`config.mk`:
```
export PLATFORM = sky130hd
export DESIGN_NAME = arb_request_buffer_flat
export DESIGN_NICKNAME = d
export VERILOG_FILES = /design/src/rtl/arb_request_buffer_if.sv /design/src/rtl/arb_request_buffer.sv /design/src/flat_wrapper.sv
export SDC_FILE = /design/constraint.sdc
export NUM_CORES = 1
export LEC_CHECK = 0
export BUFFER_PORTS_ARGS = -buffer_cell sky130_fd_sc_hd__buf_4
export CAP_MARGIN = 20
export CORE_ASPECT_RATIO = 0.7
export CORE_MARGIN = 2
export CORE_UTILIZATION = 45
export CTS_CLUSTER_SIZE = 16
export DETAILED_ROUTE_END_ITERATION = 7
export GPL_TIMING_DRIVEN = 1
export PLACE_DENSITY_LB_ADDON = 0.15
export SLEW_MARGIN = 30
export SYNTH_ARGS = -nofsm -noshare
export SYNTH_HDL_FRONTEND = slang
export SYNTH_SLANG_ARGS = --single-unit
```
`constraint.sdc`:
```
create_clock -name clk_i -period 3.6 [get_ports clk_i]
set_clock_uncertainty 0.05 [all_clocks]
set_input_delay 0.36 -clock clk_i [delete_from_list [all_inputs] [get_ports clk_i]]
set_output_delay 0.36 -clock clk_i [all_outputs]
set_load 0.02 [all_outputs]
```
`src/rtl/arb_request_buffer_if.sv`:
```
// Bundles the producer push ports, the arbiter req/grant handshake and the
// single forwarded output stream of arb_request_buffer.
interface arb_request_buffer_if #(
  parameter int unsigned NUM_REQ    = 4,
  parameter int unsigned DATA_WIDTH = 32
);
  localparam int unsigned SrcW = $clog2(NUM_REQ);

  logic [NUM_REQ-1:0]            in_valid_i;
  logic [NUM_REQ*DATA_WIDTH-1:0] in_data_i;
  logic [NUM_REQ-1:0]            in_ready_o;
  logic [NUM_REQ-1:0]            req_o;
  logic                          allow_o;
  logic [NUM_REQ-1:0]            gnt_i;
  logic                          out_valid_o;
  logic [DATA_WIDTH-1:0]         out_data_o;
  logic [SrcW-1:0]               out_src_o;
  logic                          out_ready_i;
  logic                          gnt_err_o;

  // Producers, arbiter and downstream consumer seen as one driving party
  modport master (
    output in_valid_i, in_data_i, gnt_i, out_ready_i,
    input  in_ready_o, req_o, allow_o, out_valid_o, out_data_o, out_src_o, gnt_err_o
  );

  modport slave (
    input  in_valid_i, in_data_i, gnt_i, out_ready_i,
    output in_ready_o, req_o, allow_o, out_valid_o, out_data_o, out_src_o, gnt_err_o
  );
endinterface

```
`src/rtl/arb_request_buffer.sv`:
```
// Per-source payload FIFOs feeding a round-robin arbiter; the granted head is
// forwarded through one registered output slot, with a sticky grant-error flag.
module arb_request_buffer #(
  parameter int unsigned NUM_REQ    = 4,
  parameter int unsigned DATA_WIDTH = 32,
  parameter int unsigned DEPTH      = 4
) (
  input logic                clk_i,
  input logic                rst_ni,
  arb_request_buffer_if.slave bus
);
  localparam int unsigned PtrW = $clog2(DEPTH);
  localparam int unsigned CntW = PtrW + 1;
  localparam int unsigned SrcW = $clog2(NUM_REQ);

  logic [DATA_WIDTH-1:0] mem_q    [NUM_REQ][DEPTH];
  logic [PtrW-1:0]       rd_ptr_q [NUM_REQ];
  logic [PtrW-1:0]       wr_ptr_q [NUM_REQ];
  logic [CntW-1:0]       cnt_q    [NUM_REQ];

  logic                  out_valid_q;
  logic [DATA_WIDTH-1:0] out_data_q;
  logic [SrcW-1:0]       out_src_q;
  logic                  gnt_err_q;

  logic [NUM_REQ-1:0] req_c, ready_c, push_c, pop_c, gnt_acc_c;
  logic               allow_c, pop_any_c, err_c;
  logic [SrcW-1:0]    sel_c;

  // Request and ready come from registered occupancy only
  always_comb begin
    req_c   = '0;
    ready_c = '0;
    for (int unsigned i = 0; i < NUM_REQ; i++) begin
      req_c[i]   = (cnt_q[i] != '0);
      ready_c[i] = (cnt_q[i] != CntW'(DEPTH));
    end
  end

  // Grant qualification: lowest legal grant bit wins, illegal bits only flag
  always_comb begin
    allow_c   = ~out_valid_q | bus.out_ready_i;
    gnt_acc_c = bus.gnt_i & req_c;
    sel_c     = '0;
    for (int i = NUM_REQ - 1; i >= 0; i--) begin
      if (gnt_acc_c[i]) sel_c = SrcW'(i);
    end
    pop_any_c = allow_c & (|gnt_acc_c);
    pop_c     = '0;
    if (pop_any_c) pop_c[sel_c] = 1'b1;
    push_c    = bus.in_valid_i & ready_c;
    err_c     = ($countones(bus.gnt_i) > 1)
              | (|(bus.gnt_i & ~req_c))
              | ((|bus.gnt_i) & ~allow_c);
  end

  always_ff @(posedge clk_i) begin
    if (!rst_ni) begin
      for (int unsigned i = 0; i < NUM_REQ; i++) begin
        rd_ptr_q[i] <= '0;
        wr_ptr_q[i] <= '0;
        cnt_q[i]    <= '0;
      end
      out_valid_q <= 1'b0;
      out_data_q  <= '0;
      out_src_q   <= '0;
      gnt_err_q   <= 1'b0;
    end else begin
      for (int unsigned i = 0; i < NUM_REQ; i++) begin
        if (push_c[i]) wr_ptr_q[i] <= wr_ptr_q[i] + PtrW'(1);
        if (pop_c[i])  rd_ptr_q[i] <= rd_ptr_q[i] + PtrW'(1);
        case ({push_c[i], pop_c[i]})
          2'b10:   cnt_q[i] <= cnt_q[i] + CntW'(1);
          2'b01:   cnt_q[i] <= cnt_q[i] - CntW'(1);
          default: cnt_q[i] <= cnt_q[i];
        endcase
      end
      if (pop_any_c) begin
        out_valid_q <= 1'b1;
        out_data_q  <= mem_q[sel_c][rd_ptr_q[sel_c]];
        out_src_q   <= sel_c;
      end else if (bus.out_ready_i) begin
        out_valid_q <= 1'b0;
      end
      if (err_c) gnt_err_q <= 1'b1;
    end
  end

  // Payload storage needs no reset; pointers and counts define what is live
  always_ff @(posedge clk_i) begin
    for (int unsigned i = 0; i < NUM_REQ; i++) begin
      if (push_c[i]) mem_q[i][wr_ptr_q[i]] <= bus.in_data_i[i*DATA_WIDTH +: DATA_WIDTH];
    end
  end

  assign bus.in_ready_o  = ready_c;
  assign bus.req_o       = req_c;
  assign bus.allow_o     = allow_c;
  assign bus.out_valid_o = out_valid_q;
  assign bus.out_data_o  = out_data_q;
  assign bus.out_src_o   = out_src_q;
  assign bus.gnt_err_o   = gnt_err_q;
endmodule

```
`src/flat_wrapper.sv`:
```
// flat-port wrapper written by rule: the top's interface ports become plain ports
module arb_request_buffer_flat 
#(
  parameter int unsigned NUM_REQ    = 4,
  parameter int unsigned DATA_WIDTH = 32,
  parameter int unsigned DEPTH      = 4
)
  (clk_i, rst_ni, bus_in_valid_i, bus_in_data_i, bus_gnt_i, bus_out_ready_i, bus_in_ready_o, bus_req_o, bus_allow_o, bus_out_valid_o, bus_out_data_o, bus_out_src_o, bus_gnt_err_o);
  arb_request_buffer_if #(.NUM_REQ(NUM_REQ), .DATA_WIDTH(DATA_WIDTH)) bus_i ();
  input logic clk_i;
  input logic rst_ni;
  input wire logic [$bits(bus_i.in_valid_i)-1:0] bus_in_valid_i;
  input wire logic [$bits(bus_i.in_data_i)-1:0] bus_in_data_i;
  input wire logic [$bits(bus_i.gnt_i)-1:0] bus_gnt_i;
  input wire logic [$bits(bus_i.out_ready_i)-1:0] bus_out_ready_i;
  output wire logic [$bits(bus_i.in_ready_o)-1:0] bus_in_ready_o;
  output wire logic [$bits(bus_i.req_o)-1:0] bus_req_o;
  output wire logic [$bits(bus_i.allow_o)-1:0] bus_allow_o;
  output wire logic [$bits(bus_i.out_valid_o)-1:0] bus_out_valid_o;
  output wire logic [$bits(bus_i.out_data_o)-1:0] bus_out_data_o;
  output wire logic [$bits(bus_i.out_src_o)-1:0] bus_out_src_o;
  output wire logic [$bits(bus_i.gnt_err_o)-1:0] bus_gnt_err_o;
  assign bus_i.in_valid_i = bus_in_valid_i;
  assign bus_i.in_data_i = bus_in_data_i;
  assign bus_i.gnt_i = bus_gnt_i;
  assign bus_i.out_ready_i = bus_out_ready_i;
  assign bus_in_ready_o = bus_i.in_ready_o;
  assign bus_req_o = bus_i.req_o;
  assign bus_allow_o = bus_i.allow_o;
  assign bus_out_valid_o = bus_i.out_valid_o;
  assign bus_out_data_o = bus_i.out_data_o;
  assign bus_out_src_o = bus_i.out_src_o;
  assign bus_gnt_err_o = bus_i.gnt_err_o;
  arb_request_buffer #(.NUM_REQ(NUM_REQ), .DATA_WIDTH(DATA_WIDTH), .DEPTH(DEPTH)) u_core (.clk_i(clk_i), .rst_ni(rst_ni), .bus(bus_i));
endmodule
```
# Word-level counts from Yosys, hierarchy flattened
# Memories as Yosys holds them, arrays and structs flattened.
# Index checks and enable logic that the tools add are counted.
classes:
  bitwise: 36
  div: 0
  shifts: 0
  magnitude_cmp: 12
  n_eq_ne: 12
  addsub: 19
  mul: 0
  reduce_logical: 17
  n_mux: 105
ops:
  columns: ["operator", "n"]
  rows:
  - ["$mux W128", 4]
  - ["$demux W32 S2", 4]
  - ["$mux W32", 6]
  - ["$bmux W32 S2", 1]
  - ["$mux W1", 64]
  - ["$mux W3", 12]
  - ["$add A32 B32 Y32", 1]
  - ["$gt A32 B2 Y1 const B", 1]
  - ["$mux W2", 12]
  - ["$or A1 B1 Y1", 23]
  - ["$add A2 B1 Y2 const B", 8]
  - ["$ge A3 B3 Y1 const B", 5]
  - ["$not A2 Y3", 5]
  - ["$add A3 B1 Y3 const B", 4]
  - ["$and A4 B4 Y4", 3]
  - ["$lt A3 B1 Y1 const B", 4]
  - ["$ne A3 B3 Y1 const B", 4]
  - ["$reduce_bool A3 Y1", 4]
  - ["$reduce_or A4 Y1", 3]
  - ["$sub A3 B1 Y3 const B", 4]
  - ["$eq A2 B1 Y1 const B", 4]
  - ["$eq A2 B2 Y1 const B", 4]
  - ["$reduce_or A2 Y1", 4]
  - ["$logic_and A1 B1 Y1", 5]
  - ["9 further kinds", 12]
totals:
  mem_bits_rw: 540
  in_bits: 139
  latchBits: 0
  output_inout_bits: 45
  ff_bits: 36
  mem_bits_ro: 0
  wordCells: 209
  mem_count: 4
memory_table:
  columns: ["name", "depth", "width", "read_ports", "rd_clocked_by_memory_dff", "write_ports", "line", "source"]
  rows:
  - ["u_core.mem_q", 4, 128, 1, 0, 4, "arb_request_buffer.sv:16", "logic [DATA_WIDTH-1:0] mem_q [NUM_REQ][DEPTH];"]
  - ["u_core.cnt_q", 4, 3, 4, 0, 4, "arb_request_buffer.sv:19", "logic [CntW-1:0] cnt_q [NUM_REQ];"]
  - ["u_core.rd_ptr_q", 4, 2, 5, 0, 4, "arb_request_buffer.sv:17", "logic [PtrW-1:0] rd_ptr_q [NUM_REQ];"]
  - ["u_core.wr_ptr_q", 4, 2, 4, 0, 4, "arb_request_buffer.sv:18", "logic [PtrW-1:0] wr_ptr_q [NUM_REQ];"]

# Longest topological paths before layout
# An unclocked memory read counts as a cell.
depth:
  ltp_word: 19
  ltp_mapped: 14
  ltp_nobuf: 12

# Worst setup path after synthesis
# No wires, ideal clock.
synth_timing:
  path_type: "flip-flop to flip-flop"
  start: "memory u_core.cnt_q[0][1] (netlist bit)"
  end: "memory u_core.cnt_q[0][5] (netlist bit) (data pin)"
  period_less_slack_ns: 2.896
  setup_ns: 0.266
  n_path_buf: 2
  path_stages_with_launch: 13
  arrival_ns: 2.580
  path_slack_ns: 0.704
  cell_sequence: "edfxtp_1 -> o31ai_2 -> buf_2 -> buf_1 -> nand3_1 -> inv_1 -> ha_1 -> nand2_1 -> fa_1 -> xor2_1 -> nor3_1 -> a21oi_1 -> nor2_1"
synth_lines:
  columns: ["item", "line"]
  rows:
  - ["start, declared", "arb_request_buffer.sv:19"]

==> metrics.txt <==
Total Routing Usage GR about 28%; min cycle time layout a little over 3 ns; core area ~52,000 um^2; Initial Util between 40% and 50%; Max Clk Rate between 300 and 400 MHz; final setup vio count 0; nets@finish 2,162; clock buffer depth 3; WHS Endpoint u_core.bus.gnt_err_o; Worst path max stage delay between 0.4 and 0.5 ns; pwr dens roughly 650 nW/um^2; clk sinks around 580; Worst setup EP type flop; vias in the first global route 16,070; die area between 50,000 and 60,000 um^2; initial antenna violation count 2; Top FF cell, synth edfxtp_1; Lkg Pwr 10.23 nW; Avg Cell Area, Syn roughly 14 um^2; Detailed Route Iter0 Violations around 1,900; Root Buffer clkbuf_16; Slowest cell on crit path edfxtp_1; yosys warns 0; worst slew pin tran roughly 1.0 ns; Slew headroom 32.04%; leading area contributor after synthesis edfxtp_1; global route overflow 0; period utilization between 80% and 90%; critical path, cell by cell o31a_2 -> nor3_1 -> nand2_1 -> inv_1 -> ha_1 -> nand2_1 -> xnor2_1 -> ha_1 -> nor3_1 -> a21oi_1 -> xor2_1 -> nor2_1; most common cell after layout, fill and taps aside edfxtp_1; Worst-path clk slew around 0.060 ns; Post-synth EDFFs 540; Synth async-reset ratio 0%; Worst R2R End u_core.cnt_q[0][8]; DRC 0; worst ir drop on vdd between 0.3 and 0.4 mV; Crit Path Max Fanout 5; H-tree depth 2; cts repair resizes 0; largest net degree at the start of global routing between 100 and 150; CP required a little under 4 ns; global-route wire length before repair about 110 mm; DIE WIDTH around 280 um; drt pass-1 iters 6; Layout area overhead 22.45%; worst hold-check path type in2reg; die height 195.5 um; post-route ant nets 0; switching part of the total 31.81%; # diodes 0; Vias/cell 6.092; most frequent cells in the layout 540 x edfxtp_1, 224 x buf_4, 155 x nand2_1, 128 x dlygate4sd3_1, 108 x a21oi_1; Cells after Synth roughly 1,700; Post-DP HPWL between 40 and 50 mm; hold_sp bus_gnt_i[3]; total CTS buffers 53; synthesis-stage register bit count approximately 580; status finished clean; DR vias around 17,000; Hold Crit Depth 3; IO buf count around 180; Slew Viols, Final 0; FP Rows 70; Psw ~0.006 W; clock network power share ~30%; CTS tree done; DR WL/cell roughly 28 um; number of I/O pins 184; Crit Path Class reg2reg; postcts setup bufs 0; Netlist cell types 48; Worst-Skew Late Latency ~0.59 ns; register area share after synthesis a little under three quarters; RSZ-0062 raised after global routing no; flop-to-flop setup slack roughly 0.54 ns; Synth top area share between 60% and 70%; max_cap viols 0; Post-Syn Area around 24,000 um^2; post-layout util ~56%; layout cell share with drive strength beyond 1 between 15 and 20%; Final Hold Violating Endpoints 0; combinational power share between 20% and 30%; Internal around 0.013 W; reg-to-reg startpoint u_core.cnt_q[0][0]; Post-Syn Nets roughly 1,900; Total Neg Setup Slack 0 ns; routed wire length about 76 mm; CP Launch Type flop; R2R depth 12; CP arrival around 3.3 ns; GP Congestion 0.7886; sequential power share 44.7%; dominant cells by area after synthesis edfxtp_1 69%, dfxtp_1 3.1%, nand2_1 2.5%
## layer usage
| layer | up-vias | part of all wire [%] | GRT usage (%) |
|---|---|---|---|
| met3 | 128 | 8.2 | 4.307 |
| li1 | 7238 | - | - |
| met1 | 8362 | 43 | 39.70 |
| met4 | 4 | 2.2 | 6.864 |
| met2 | 819 | 46 | 44.00 |
| met5 | - | 0.030 | 0 |
## power by group through the flow
stage / clock network [W] / logic, W / registers [W]
6_report: 0.00557 / 0.00486 / 0.00843
5_1_grt: 0.00590 / 0.00517 / 0.00848
4_1_cts: 0.00562 / 0.00482 / 0.00843
3_5_place_dp: 0 / 0.00470 / 0.00856
3_3_place_gp: 0 / 0.00464 / 0.00855
2_1_floorplan: 0 / 0.00251 / 0.00867
## cells in the mapped netlist, types with 2 or more instances
library cell	instances
o21ai_1	4
fa_1	3
o311ai_1	32
ha_1	32
nor2b_1	35
a22o_1	64
buf_2	49
edfxtp_1	540
o221a_2	2
o31a_1	2
clkbuf_1	70
xnor2_1	5
a211oi_1	2
o31ai_2	2
o311a_1	32
or2_2	2
xor2_1	3
o211ai_1	33
buf_4	4
nand2_1	156
or3_1	3
nand3_1	4
buf_1	12
dfxtp_1	36
and3_1	20
o22ai_1	33
o221ai_1	64
nor4_1	33
nor3_1	73
a21oi_1	108
o21ai_0	99
nand4_1	3
nor2_1	95
o31ai_1	3
inv_1	32
## cells by family after synthesis
| logic type | count (synthesis) | synth area share, % |
|---|---|---|
| xor gates and xnor gates | 8 | 0.2973 |
| AOI/OAI and AO/OA | 489 | 14.59 |
| muxes | 1 | 0.04248 |
| DFF | 576 | 71.87 |
| buffers and inverters | 168 | 3.000 |
| and+or+nand+nor | 426 | 8.246 |
| adders and majority gates | 35 | 1.954 |
## sequential cells by signal, indices dropped and copies added, names as in the netlist
register,cells
u_core.bus.out_data_o,32
u_core.wr_ptr_q,8
u_core.bus.out_valid_o,1
u_core.cnt_q,12
u_core.bus.out_src_o,2
u_core.rd_ptr_q,8
u_core.mem_q,512
u_core.bus.gnt_err_o,1
## worst max path at each step
stage,startpoint,endpoint,slack [ns]
floorplan,u_core.cnt_q[0][1],u_core.cnt_q[0][5],0.70
global placement,u_core.cnt_q[0][4],u_core.bus.out_data_o[9],0.55
detailed placement,u_core.cnt_q[0][4],u_core.bus.out_data_o[21],0.53
CTS,u_core.cnt_q[0][4],u_core.bus.out_data_o[4],0.52
global route,u_core.cnt_q[0][0],u_core.cnt_q[0][8],0.27
finish,u_core.cnt_q[0][0],u_core.cnt_q[0][8],0.54
## area by class of cell
cell class	instances	area, um^2
Clock buffer	70	1430
Clock inverter	30	267.8
Fill cell	4264	23080
Inverter	33	123.9
Multi-Input combinational cell	959	6028
Sequential cell	576	16940
Tap cell	684	855.8
Timing Repair Buffer	365	3214
## worst max-delay path, delay by kind of cell (launching register included)
family | cells | cell delay, ns
compound gates | 2 | 0.57
xor+xnor | 2 | 0.34
fa+ha+maj | 2 | 0.42
buf+inv | 1 | 0.12
flops | 1 | 0.47
simple gates | 5 | 0.84
## per-stage QoR
step	hold WS [ns]	instances	power [W]	setup slack [ns]	area [um^2]
after CTS	0.07733	2717	0.01887	0.5237	28850
final	0.09818	2717	0.01885	0.5357	28860
after floorplan	0.4089	1703	0.01119	0.7037	23570
after global routing	0.09617	2717	0.01955	0.2695	28860
after global placement	0.4251	2489	0.01319	0.5502	25870
after detailed placement	0.4276	2489	0.01326	0.5279	25870
## timing repair
action | CTS | global route
endpoints found under the setup margin | 0 | 0
hold buffers | 128 | 0
hold endpoints to repair | 512 | 0
Power figures use the tool's default switching activity.
